## config.mk

```make
export PLATFORM = sky130hd
export DESIGN_NAME = clk_div_ctrl
export DESIGN_NICKNAME = d
export VERILOG_FILES = /design/src/rtl/clk_div_ctrl_pkg.sv /design/src/rtl/clk_div_phase_cnt.sv /design/src/rtl/clk_div_ctrl.sv
export SDC_FILE = /design/constraint.sdc
export NUM_CORES = 1
export LEC_CHECK = 0
export CORE_AREA = 3 3 61 63
export CTS_CLUSTER_SIZE = 12
export DETAILED_ROUTE_END_ITERATION = 12
export DIE_AREA = 0 0 64 66
export GPL_ROUTABILITY_DRIVEN = 0
export MAX_ROUTING_LAYER = met4
export PLACE_DENSITY = 0.83
export RECOVER_POWER = 100
export SLEW_MARGIN = 20
export SYNTH_ARGS = -nofsm -noshare
export SYNTH_HDL_FRONTEND = slang
export SYNTH_SLANG_ARGS = --single-unit
```

## constraint.sdc

```tcl
create_clock -name clk -period 5.03 [get_ports clk]
set_clock_uncertainty 0.1 [all_clocks]
set_input_delay 1.006 -clock clk [delete_from_list [all_inputs] [get_ports clk]]
set_output_delay 1.006 -clock clk [all_outputs]
set_load 0.05 [all_outputs]
```

## src/rtl/clk_div_ctrl_pkg.sv

```systemverilog
// clk_div_ctrl shared types: FSM state encoding and divide-ratio clamp.
// Optional tick counter in clk_div_ctrl is enabled by CLK_DIV_CTRL_TICK_CNT_EN.
package clk_div_ctrl_pkg;

  typedef enum logic [1:0] {
    IDLE,
    RUN,
    PEND
  } state_t;

  localparam int unsigned DIV_MIN = 2;

  function automatic int unsigned clamp_div(
    input int unsigned d
  );
    return (d < DIV_MIN) ? DIV_MIN : d;
  endfunction

endpackage

```

## src/rtl/clk_div_phase_cnt.sv

```systemverilog
// Phase counter for clk_div_ctrl with zero-latency tick / square decode.
// Counts 0..div-1 while run is high; held at 0 when stopped or loaded.
module clk_div_phase_cnt #(
  parameter int W = 8
) (
  input  logic         clk,
  input  logic         rst,
  input  logic         run,
  input  logic         load,
  input  logic [W-1:0] div,
  output logic         tick,
  output logic         sq_en
);

  logic [W-1:0] phase;
  logic         last;

  assign last = (phase == div - W'(1));

  always_ff @(posedge clk) begin
    if (!rst) begin
      phase <= '0;
    end else if (load || !run || last) begin
      phase <= '0;
    end else begin
      phase <= phase + W'(1);
    end
  end

  assign tick  = run && last;
  assign sq_en = run && (phase < (div >> 1));

endmodule

```

## src/rtl/clk_div_ctrl.sv

```systemverilog
// Programmable clock-enable divider with boundary-aligned reconfiguration.
// Define CLK_DIV_CTRL_TICK_CNT_EN to add the 16-bit tick_cnt output.
module clk_div_ctrl
  import clk_div_ctrl_pkg::*;
#(
  parameter int W           = 8,
  parameter int DIV_DEFAULT = 50
) (
  input  logic         clk,
  input  logic         rst,
  input  logic         cfg_valid,
  output logic         cfg_ready,
  input  logic [W-1:0] cfg_div,
  input  logic         cfg_en,
  output logic         tick,
  output logic         sq_en,
  output logic         busy,
  output logic [W-1:0] cur_div
`ifdef CLK_DIV_CTRL_TICK_CNT_EN
  ,
  output logic [15:0]  tick_cnt
`endif
);

  state_t       state;
  logic [W-1:0] pend_div;
  logic         pend_en;
  logic         xfer;
  logic         run;
  logic         load;
  logic [W-1:0] req_div;

  assign xfer    = cfg_valid && cfg_ready;
  assign run     = (state != IDLE);
  assign req_div = W'(clamp_div(32'(cfg_div)));

  assign load = ((state == IDLE) && xfer && cfg_en)
             || ((state == PEND) && tick && pend_en);

  clk_div_phase_cnt #(
    .W(W)
  ) u_phase (
    .clk  (clk),
    .rst  (rst),
    .run  (run),
    .load (load),
    .div  (cur_div),
    .tick (tick),
    .sq_en(sq_en)
  );

  always_ff @(posedge clk) begin
    if (!rst) begin
      state     <= RUN;
      cur_div   <= W'(DIV_DEFAULT);
      pend_div  <= '0;
      pend_en   <= 1'b0;
      cfg_ready <= 1'b1;
      busy      <= 1'b1;
    end else begin
      unique case (state)
        IDLE: begin
          if (xfer && cfg_en) begin
            cur_div <= req_div;
            state   <= RUN;
            busy    <= 1'b1;
          end
        end
        RUN: begin
          // An accept on the terminal phase still waits a full period.
          if (xfer) begin
            pend_div  <= req_div;
            pend_en   <= cfg_en;
            state     <= PEND;
            cfg_ready <= 1'b0;
          end
        end
        PEND: begin
          if (tick) begin
            cfg_ready <= 1'b1;
            if (pend_en) begin
              cur_div <= pend_div;
              state   <= RUN;
            end else begin
              state <= IDLE;
              busy  <= 1'b0;
            end
          end
        end
        default: begin
          state <= IDLE;
          busy  <= 1'b0;
        end
      endcase
    end
  end

`ifdef CLK_DIV_CTRL_TICK_CNT_EN
  always_ff @(posedge clk) begin
    if (!rst) begin
      tick_cnt <= '0;
    end else if (tick) begin
      tick_cnt <= tick_cnt + 16'd1;
    end
  end
`endif

endmodule
```

==> impl_summary.log, run 1 <==
[metrics] detail-routed net length per standard cell: between 10 and 15 microns
[metrics] Ys Warns: 0
[metrics] number of nets still failing antenna checks after routing: 0
[metrics] # IOs: 24
[metrics] count of distinct cell types in the synthesized netlist: 42
[metrics] final hold violation count: 0
[metrics] Die Width: 64 microns
[metrics] initial cell density of the core: 0.527
[metrics] number of enable flip-flop cells after synthesis: 0
[metrics] LEAKAGE: approximately 0.9 nW
[metrics] end-of-flow core utilization: 0.621
[metrics] via count of the first global-routing pass: 1365
[metrics] total inserted antenna cells: 0
[metrics] placeable core region: around 3300 sq um
[metrics] number of vias in the routed layout: 1474
[metrics] RSZ-0062 raised after global routing: false
[metrics] CP Data Arrival Time: between 3000 and 4000 ps
[metrics] async set or reset register ratio after synthesis: 0
[metrics] FF+latch count, synth: 29
[metrics] fin crit period: 4170 ps
[metrics] total global-route track usage: 0.190
[metrics] xor/xnor share of the synthesized area: 0.0860
[metrics] wire length of the first global-routing pass: 6040 microns
[metrics] clock-pin slew on the worst setup and hold paths: 100 ps
[metrics] Net Count, Synth: 233
[metrics] height of the chip: 66 microns
[metrics] CP Class: flop to output port
[metrics] Tightest Pin Transition: 1220 ps
[metrics] largest net degree at the start of global routing: 31
[metrics] Slew Limit Headroom: 0.183
[metrics] Nets: 255
[metrics] worst-path fanout max: 7
[metrics] Gate Count Post-Synth: 213
[metrics] vias per std cell: 5.23
[metrics] antenna violations before repair: 0
[metrics] Setup-failing EPs final: 0
[metrics] DRT Wirelength: around 3600 microns
[metrics] required time reported for the critical path endpoint: 3920 ps
[metrics] net switching power: 160 uW
[metrics] fraction of the mapped netlist area in compound gates: 0.130
[metrics] clock buffer count from CTS: 5
[metrics] part of the total power dissipated in the clock network: 0.323
[metrics] proportion of power drawn by flip-flops and latches: 0.493
[metrics] Die ar.: ~4200 sq um
[metrics] hold buffer count at CTS: 0
[metrics] Sw Ratio: 0.305
[metrics] root buffer selected by CTS: sky130_fd_sc_hd__clkbuf_4
[metrics] share of cells above drive strength 1: 0.0763
[metrics] post-synthesis mux area share: 0.0550
[metrics] final max-slew violation count: 0
[metrics] netlist area before placement: 1730 sq um
[metrics] half-perimeter wire length of the detailed placement result: 2590 microns
[metrics] Port Buf Inserts: 23
[metrics] largest family of logic cells by synthesized area: simple AND/OR/NAND/NOR gates
[metrics] setup slack, reg-to-reg: 1980 ps
[metrics] Startpoint Class: flop
[metrics] kind of end point of the critical path: output port
[metrics] Post-Synth Adder-Cell Area: 0.0578
[metrics] crit share post-route: 0.829
[metrics] final routed DRC violation total: 0
[metrics] CTS HTree Levels: 2
[metrics] maximum resistive drop on vdd: 182 uV
[metrics] synthesis-to-layout area growth: 17.8%
[metrics] sequential area share after synthesis: 0.336
[metrics] standard-cell rows: 21
[metrics] post-CTS setup repair buffer count: 0
[metrics] TNS Setup: 0 ps
[metrics] simple-gate portion of the synthesized area: 0.287
[metrics] internal power contribution: 365 uW
[metrics] most common flop cell mapped by yosys: sky130_fd_sc_hd__dfxtp_1
[metrics] Pwr Density: 257 nW/um^2
[metrics] combinational share of power: 0.184
[metrics] Fmax: 0.240 GHz
[metrics] max cap viols: 0
[metrics] clock tree sinks: 29
[metrics] worst hold path class: flop to flop
[metrics] # resized after CTS: 0
[metrics] sum of overflow across all layers after global routing: 0
[metrics] result of the run: completed
[metrics] clock tree from TritonCTS: done
[metrics] Synth Area per Inst: between 8 and 9 sq um
[metrics] buffer levels on the longest clock path: 2
[metrics] source-to-sink clock delay at the later pin of the worst-skew pair: 350 ps
[metrics] starting DRC count in detailed routing: 70
[metrics] DRT Pass-1 Iters: 4
[power by group through the flow]
stage	combinational [mW]	sequential, mW	clock [mW]
2_1_floorplan	0.0624	0.269	0
3_3_place_gp	0.0974	0.264	0
3_5_place_dp	0.0992	0.264	0
4_1_cts	0.0998	0.259	0.173
5_1_grt	0.107	0.261	0.183
6_report	0.0967	0.258	0.170
[synthesized netlist by cell type (all sizes together) (2+ instances only)]
cell type	n	area share
xnor2	8	0.040
a31oi	2	0.016
xor2	9	0.046
nand2	53	0.11
a21oi	2	0.0058
a21boi	8	0.035
nand3	12	0.035
mux2	3	0.026
mux2i	5	0.029
nand2b	2	0.0072
dfxtp	29	0.34
nor2	11	0.024
a211oi	4	0.025
o21ai	6	0.017
buf	2	0.0094
and3	2	0.0072
nand3b	2	0.0087
nor3	5	0.017
clkbuf	7	0.015
nor4	3	0.020
ha	8	0.058
nor3b	3	0.013
a21o	4	0.017
inv	11	0.024
[cells by family after synthesis]
kind of cell | after synthesis
buffers and inverters | 20
and+or+nand+nor | 102
muxes | 8
DFF | 29
AOI/OAI and AO/OA | 29
xor gates and xnor gates | 17
adders and majority gates | 8
[critical path, cell delays in order (launching register included)]
cell and delay (ps):
sky130_fd_sc_hd__dfxtp_1 380, sky130_fd_sc_hd__or4_4 580, sky130_fd_sc_hd__nor4_4 280, sky130_fd_sc_hd__nor3_2 80, sky130_fd_sc_hd__a211oi_4 370, sky130_fd_sc_hd__o21a_1 170, sky130_fd_sc_hd__dlygate4sd3_1 860
[per-layer routing]
| metal | global-route usage | vias up | part of all wire |
|---|---|---|---|
| li1 | - | 760 | - |
| met1 | 0.219 | 676 | 0.47 |
| met2 | 0.306 | 31 | 0.46 |
| met3 | 0.0561 | 7 | 0.049 |
| met4 | 0.0889 | 0 | 0.016 |
| met5 | - | - | 0 |
[state kept, by name (all words and copies together) (netlist names)]
name           count
cfg_ready          1
pend_div           8
u_phase.phase      8
pend_en            1
cur_div            8
state              2
busy               1
[cell type report]
cell class | count | area (sq um)
Fill cell | 300 | 1250
Multi-Input combinational cell | 164 | 1050
Sequential cell | 29 | 581
Timing Repair Buffer | 24 | 238
Clock buffer | 7 | 65.1
Tap cell | 46 | 57.6
Inverter | 11 | 41.3
Clock inverter | 1 | 5.00
[placed cells by master, fill, tap and decap left out, types with 4 or more instances in the layout]
master,Yosys,final
sky130_fd_sc_hd__a21boi_0,8,8
sky130_fd_sc_hd__a21o_1,4,4
sky130_fd_sc_hd__clkbuf_4,0,5
sky130_fd_sc_hd__clkdlybuf4s50_1,0,9
sky130_fd_sc_hd__dfxtp_1,29,29
sky130_fd_sc_hd__dlygate4sd3_1,0,14
sky130_fd_sc_hd__ha_1,8,8
sky130_fd_sc_hd__inv_1,11,11
sky130_fd_sc_hd__mux2i_1,5,5
sky130_fd_sc_hd__nand2_1,53,53
sky130_fd_sc_hd__nand3_1,12,12
sky130_fd_sc_hd__nor2_1,11,11
sky130_fd_sc_hd__nor3_1,4,4
sky130_fd_sc_hd__o21ai_0,5,5
sky130_fd_sc_hd__xnor2_1,8,8
sky130_fd_sc_hd__xor2_1,9,9
[path summary, 6_finish.rpt]
kind | from | end | depth (start not counted)
worst max-delay path | cur_div[0] | tick | 6
worst min-delay path | pend_div[7] | pend_div[7] | 2
worst max register to register | cur_div[1] | cur_div[5] | 8
worst min register to register | pend_div[7] | pend_div[7] | 2
[metrics by stage]
stage | instance area, sq um | power, mW | cells | setup WS, ps | hold WS (ps)
after floorplan | 1730 | 0.331 | 213 | 1340 | 344
after global placement | 1980 | 0.361 | 274 | 1280 | 355
after detailed placement | 1980 | 0.364 | 274 | 1260 | 362
after CTS | 2050 | 0.532 | 282 | 861 | 377
after global routing | 2040 | 0.551 | 282 | 676 | 404
final | 2040 | 0.525 | 282 | 861 | 371
Note: power is estimated with default switching activity, not from simulation.
==> inputs of run 2 (changes only) <==
clock period = 3.95 ns   (was 5.03 ns; I/O delays follow)
==> run 2 against run 1 <==
Effect of this change:
- combinational power up 28%
- register-to-register slack worse by 1200 ps
- core utilization down 0.27 points
- largest power group unchanged
- setup slack worse by 710 ps
- final cell count up 0.71%
- first-iteration DRC count down 11%
- power up 21%
- largest cell class unchanged
- highest routed layer unchanged
- die area unchanged
- design area down 0.43%
- clock power up 7%
==> impl_summary.log, run 2 (synthesis gave the netlist of run 1 again) <==
[metrics] share of cells above drive strength 1: 0.0630
[metrics] standard-cell rows: 21
[metrics] result of the run: completed
[metrics] worst hold path class: flop to flop
[metrics] largest net degree at the start of global routing: 20
[metrics] LEAKAGE: approximately 0.9 nW
[metrics] CP Data Arrival Time: 2910 ps
[metrics] number of placed instances with taps included: 277
[metrics] r2r worst-path depth: 9
[metrics] Worst Hold Depth: 2
[metrics] clock tree sinks: 29
[metrics] hold buffer count at CTS: 0
[metrics] wire length of the first global-routing pass: between 5000 and 6000 microns
[metrics] max cap viols: 0
[metrics] buffer levels on the longest clock path: 2
[metrics] number of nets still failing antenna checks after routing: 0
[metrics] height of the chip: around 66 microns
[metrics] Port Buf Inserts: 23
[metrics] number of vias in the routed layout: 1470
[metrics] filler instances: 320
[metrics] Startpoint Class: flop
[metrics] CP Class: flop to output port
[metrics] Tightest Pin Transition: 1180 ps
[metrics] detail-routed net length per standard cell: 12.2 microns
[metrics] Pwr Density: about 310 nW/um^2
[metrics] worst slack at placement: 562 ps
[metrics] largest registers: cur_div x8, pend_div x8, u_phase.phase x8
[metrics] clock buffer count from CTS: 5
[metrics] final std cells w/o fill: 284
[metrics] synthesis-to-layout area growth: 17.3%
[metrics] endpoint of the lowest-slack register-to-register path: cur_div[4]
[metrics] vias per std cell: 5.18
[metrics] clock tree from TritonCTS: done
[metrics] via count of the first global-routing pass: 1399
[metrics] Slew Limit Headroom: 0.212
[metrics] crit share post-route: 0.961
[metrics] Die Width: roughly 64 microns
[metrics] required time reported for the critical path endpoint: 3060 ps
[metrics] placeable core region: 3280 sq um
[metrics] DRT Pass-1 Iters: 4
[metrics] final hold violation count: 0
[metrics] most frequent cells in the layout: sky130_fd_sc_hd__nand2_1 (53), sky130_fd_sc_hd__dfxtp_1 (29), sky130_fd_sc_hd__dlygate4sd3_1 (13)
[metrics] initial cell density of the core: 0.527
[metrics] starting DRC count in detailed routing: 62
[metrics] reg2reg start: cur_div[1]
[metrics] Setup-failing EPs final: 0
[metrics] Nets: 258
[metrics] root buffer selected by CTS: sky130_fd_sc_hd__clkbuf_4
[metrics] antenna violations before repair: 0
[metrics] final max-slew violation count: 0
[metrics] TNS Setup: 0 ps
[metrics] hold endpoint: pend_div[0]
[metrics] Setup WS post-layout: 153 ps
[metrics] source-to-sink clock delay at the later pin of the worst-skew pair: 330 ps
[metrics] # IOs: 24
[metrics] Die ar.: 4220 sq um
[metrics] # resized after CTS: 0
[metrics] fin crit period: 3800 ps
[metrics] Worst Min Path Start: pend_div[0]
[metrics] total inserted antenna cells: 0
[metrics] Fmax: 0.263 GHz
[metrics] clock-pin slew on the worst setup and hold paths: 90 ps
[metrics] setup slack, reg-to-reg: 750 ps
[metrics] total global-route track usage: 0.190
[metrics] most common cell after layout, fill and taps aside: sky130_fd_sc_hd__nand2_1
[metrics] DRT Wirelength: 3470 microns
[metrics] Power, Total: 634 uW
[metrics] kind of end point of the critical path: output port
[metrics] final routed DRC violation total: 0
[metrics] sum of overflow across all layers after global routing: 0
[metrics] post-CTS setup repair buffer count: 0
[metrics] CTS HTree Levels: 2
[metrics] maximum resistive drop on vdd: 207 uV
[metrics] half-perimeter wire length of the detailed placement result: around 2600 microns
[metrics] worst-path fanout max: 8
[metrics] end-of-flow core utilization: 0.618
[metrics] RSZ-0062 raised after global routing: false
## run 2: changes by cell type in the layout (fill, tap and decap cells not counted)
cell,delta
sky130_fd_sc_hd__dlygate4sd3_1,-1
sky130_fd_sc_hd__clkinv_2,-1
sky130_fd_sc_hd__nor3_2,-1
sky130_fd_sc_hd__clkdlybuf4s50_1,+1
sky130_fd_sc_hd__clkbuf_8,-1
sky130_fd_sc_hd__clkbuf_1,+4
sky130_fd_sc_hd__nor3_1,+1
## run 2: area by class of cell
type                            count  area, sq um  share of cell area
Clock buffer                        7         55.1              0.0271
Multi-Input combinational cell    164         1050               0.515
Timing Repair Buffer               27          249               0.123
Inverter                           11         41.3              0.0203
Sequential cell                    29          581               0.286
Tap cell                           46         57.6              0.0284
## run 2: worst max-delay path, stage by stage (launching register included)
cell and delay (ps):
sky130_fd_sc_hd__dfxtp_1 480, sky130_fd_sc_hd__inv_1 80, sky130_fd_sc_hd__ha_1 290, sky130_fd_sc_hd__a21o_1 150, sky130_fd_sc_hd__a21o_1 170, sky130_fd_sc_hd__a21o_1 170
sky130_fd_sc_hd__a21o_1 170, sky130_fd_sc_hd__a31oi_1 180, sky130_fd_sc_hd__dlygate4sd3_1 890
## run 2: worst max-delay path by stage
stage / startpoint / cells past startpoint / to / slack, ps
2_1_floorplan: cur_div[2] / 8 / sq_en / 470
3_3_place_gp: cur_div[0] / 6 / tick / 590
3_5_place_dp: cur_div[2] / 8 / sq_en / 560
4_1_cts: cur_div[2] / 8 / sq_en / 190
5_1_grt: cur_div[2] / 8 / sq_en / 30
6_report: cur_div[2] / 8 / sq_en / 150
## run 2: power breakdown
part,leakage (nW),internal [mW],switching (mW)
logic,0.618,0.0528,0.0709
registers,0.236,0.309,0.0196
clock network,0.0314,0.0838,0.0980
## run 2: layer usage
metal	vias to the layer above	wire length [microns]	GRT usage	part of all wire
met5	-	0	-	0
met4	0	60	0.105	0.017
met3	5	162	0.0408	0.047
met2	32	1590	0.315	0.46
met1	670	1650	0.214	0.48
li1	763	-	-	-
## run 2: metrics by stage
stage	hold WS [ps]	area (sq um)
after floorplan	344	1730
after global placement	352	2010
after detailed placement	357	2010
after CTS	369	2060
after global routing	401	2030
final	370	2030
==> inputs of run 3 (changes only) <==
CELL_PAD_IN_SITES_DETAIL_PLACEMENT = 1   (was unset)
CELL_PAD_IN_SITES_GLOBAL_PLACEMENT = 1   (was unset)
CORE_AREA = 3 3 70 72   (was 3 3 61 63)
DIE_AREA = 0 0 73 75   (was 0 0 64 66)
==> run 3 against run 2 <==
Effect of this change:
- first-iteration DRC count down 44%
- routed wire length up 24%
- sequential power about the same
- sequential cell count unchanged
- combinational power up 7%
- clock power up 36%
- largest power group unchanged
==> impl_summary.log, run 3 (synthesis gave the netlist of run 1 again) <==
[metrics] RSZ-0062 raised after global routing: false
[metrics] starting DRC count in detailed routing: 35
[metrics] share of cells above drive strength 1: 0.0753
[metrics] standard-cell rows: 24
[metrics] detail-routed net length per standard cell: 14.8 microns
[metrics] most common cell after layout, fill and taps aside: sky130_fd_sc_hd__nand2_1
[metrics] Pwr Density: 340 nW/um^2
[metrics] result of the run: completed
[metrics] sum of overflow across all layers after global routing: 0
[metrics] filler instances: 559
[metrics] synthesis-to-layout area growth: 20.1%
[metrics] largest registers: cur_div x8, pend_div x8, u_phase.phase x8
[metrics] hold buffer count at CTS: 0
[metrics] Final Cell Area: 2080 sq um
[metrics] max cap viols: 0
[metrics] CTS HTree Levels: 2
[metrics] Startpoint Class: flop
[metrics] DRT Pass-1 Iters: 4
[metrics] half-perimeter wire length of the detailed placement result: 3140 microns
[metrics] worst hold path class: flop to flop
[metrics] TNS Setup: 0 ps
[metrics] vias per std cell: 5.24
[metrics] maximum resistive drop on vdd: roughly 170 uV
[metrics] number of nets still failing antenna checks after routing: 0
[metrics] kind of end point of the critical path: output port
[metrics] Tightest Pin Transition: 1250 ps
[metrics] via count of the first global-routing pass: roughly 1500
[metrics] # IOs: 24
[metrics] CP Class: flop to output port
[metrics] clock buffer count from CTS: 5
[metrics] DRT Wirelength: 4310 microns
[metrics] final hold violation count: 0
[metrics] Die Width: 73 microns
[metrics] total global-route track usage: 0.178
[metrics] Die ar.: ~5500 sq um
[metrics] fin crit period: about 3700 ps
[metrics] antenna violations before repair: 0
[metrics] placeable core region: 4350 sq um
[metrics] most frequent cells in the layout: sky130_fd_sc_hd__nand2_1 (53), sky130_fd_sc_hd__dfxtp_1 (29), sky130_fd_sc_hd__nand3_1 (12)
[metrics] number of vias in the routed layout: 1525
[metrics] root buffer selected by CTS: sky130_fd_sc_hd__clkbuf_8
[metrics] buffer levels on the longest clock path: 2
[metrics] largest net degree at the start of global routing: 22
[metrics] clock tree sinks: 29
[metrics] worst-path fanout max: 8
[metrics] height of the chip: between 70 and 80 microns
[metrics] required time reported for the critical path endpoint: 3060 ps
[metrics] Fmax: 0.271 GHz
[metrics] wire length of the first global-routing pass: 7150 microns
[metrics] initial cell density of the core: 0.397
[metrics] LEAKAGE: between 0.9 and 1 nW
[metrics] crit share post-route: 0.934
[metrics] final max-slew violation count: 0
[metrics] Nets: 259
[metrics] CP Data Arrival Time: between 2000 and 3000 ps
[metrics] source-to-sink clock delay at the later pin of the worst-skew pair: 280 ps
[metrics] total inserted antenna cells: 0
[metrics] Setup-failing EPs final: 0
[metrics] clock-pin slew on the worst setup and hold paths: 60 ps
[metrics] area after detailed placement: 2020 sq um
[metrics] clock tree from TritonCTS: done
[metrics] Slew Limit Headroom: 0.160
[metrics] final routed DRC violation total: 0
[metrics] Port Buf Inserts: 23
## run 3: cell types whose count changed in the layout (fill, tap and decap cells not counted), sizes merged
cell           change
buf                +2
clkdlybuf4s50      +1
dlygate4sd3        -2
## run 3: worst max-delay path, stage by stage (launching register included)
cell and delay, ps:
sky130_fd_sc_hd__dfxtp_1 490, sky130_fd_sc_hd__inv_1 80, sky130_fd_sc_hd__ha_1 290, sky130_fd_sc_hd__a21o_1 150, sky130_fd_sc_hd__a21o_1 160, sky130_fd_sc_hd__a21o_1 170, sky130_fd_sc_hd__a21o_1 170, sky130_fd_sc_hd__a31oi_1 170
sky130_fd_sc_hd__clkdlybuf4s50_1 830
## run 3: routing by layer
| layer | share of wire | wire [microns] | vias to the layer above | GRT usage |
|---|---|---|---|---|
| met5 | 0 | 0 | - | - |
| met4 | 0.020 | 85 | 0 | 0.0779 |
| met3 | 0.034 | 145 | 11 | 0.0427 |
| met2 | 0.48 | 2070 | 30 | 0.290 |
| met1 | 0.47 | 2010 | 718 | 0.208 |
| li1 | - | - | 766 | - |
## run 3: worst paths after layout
kind                from          end  slack, ps  cells after the start
max           cur_div[2]        sq_en        260                      8
min          pend_div[6]  pend_div[6]        370                      2
max reg2reg   cur_div[1]   cur_div[5]        550                      9
min reg2reg  pend_div[6]  pend_div[6]        370                      2
## run 3: area by class of cell
class / instances / area, sq um / share of cell area
multi-input cells: 164 / 1050 / 0.506
clock buffers: 7 / 86.3 / 0.0415
repair buffers: 28 / 254 / 0.122
flip-flops and latches: 29 / 581 / 0.279
well taps: 52 / 65.1 / 0.0313
inverters: 11 / 41.3 / 0.0199
## run 3: report_power, final
group          leakage, nW  switching [mW]  internal (mW)
logic                0.625          0.0771         0.0554
registers            0.236          0.0178          0.310
clock network       0.0443           0.110          0.138
total                0.906           0.205          0.503
## run 3: stage by stage
step	total power, mW	hold WS [ps]	util	setup slack, ps	cells
floorplan	0.422	344	-	473	213
finish	0.708	371	0.477	259	291
global placement	0.468	355	0.464	573	284
detailed placement	0.471	363	0.464	480	284
CTS	0.722	373	0.484	60.7	291
global route	0.744	400	0.477	95.5	291
## run 3: what timing repair did
item,CTS,global route
resized for setup,0,1
setup buffers,0,0
setup endpoints to repair,0,1
hold endpoints to repair,0,0
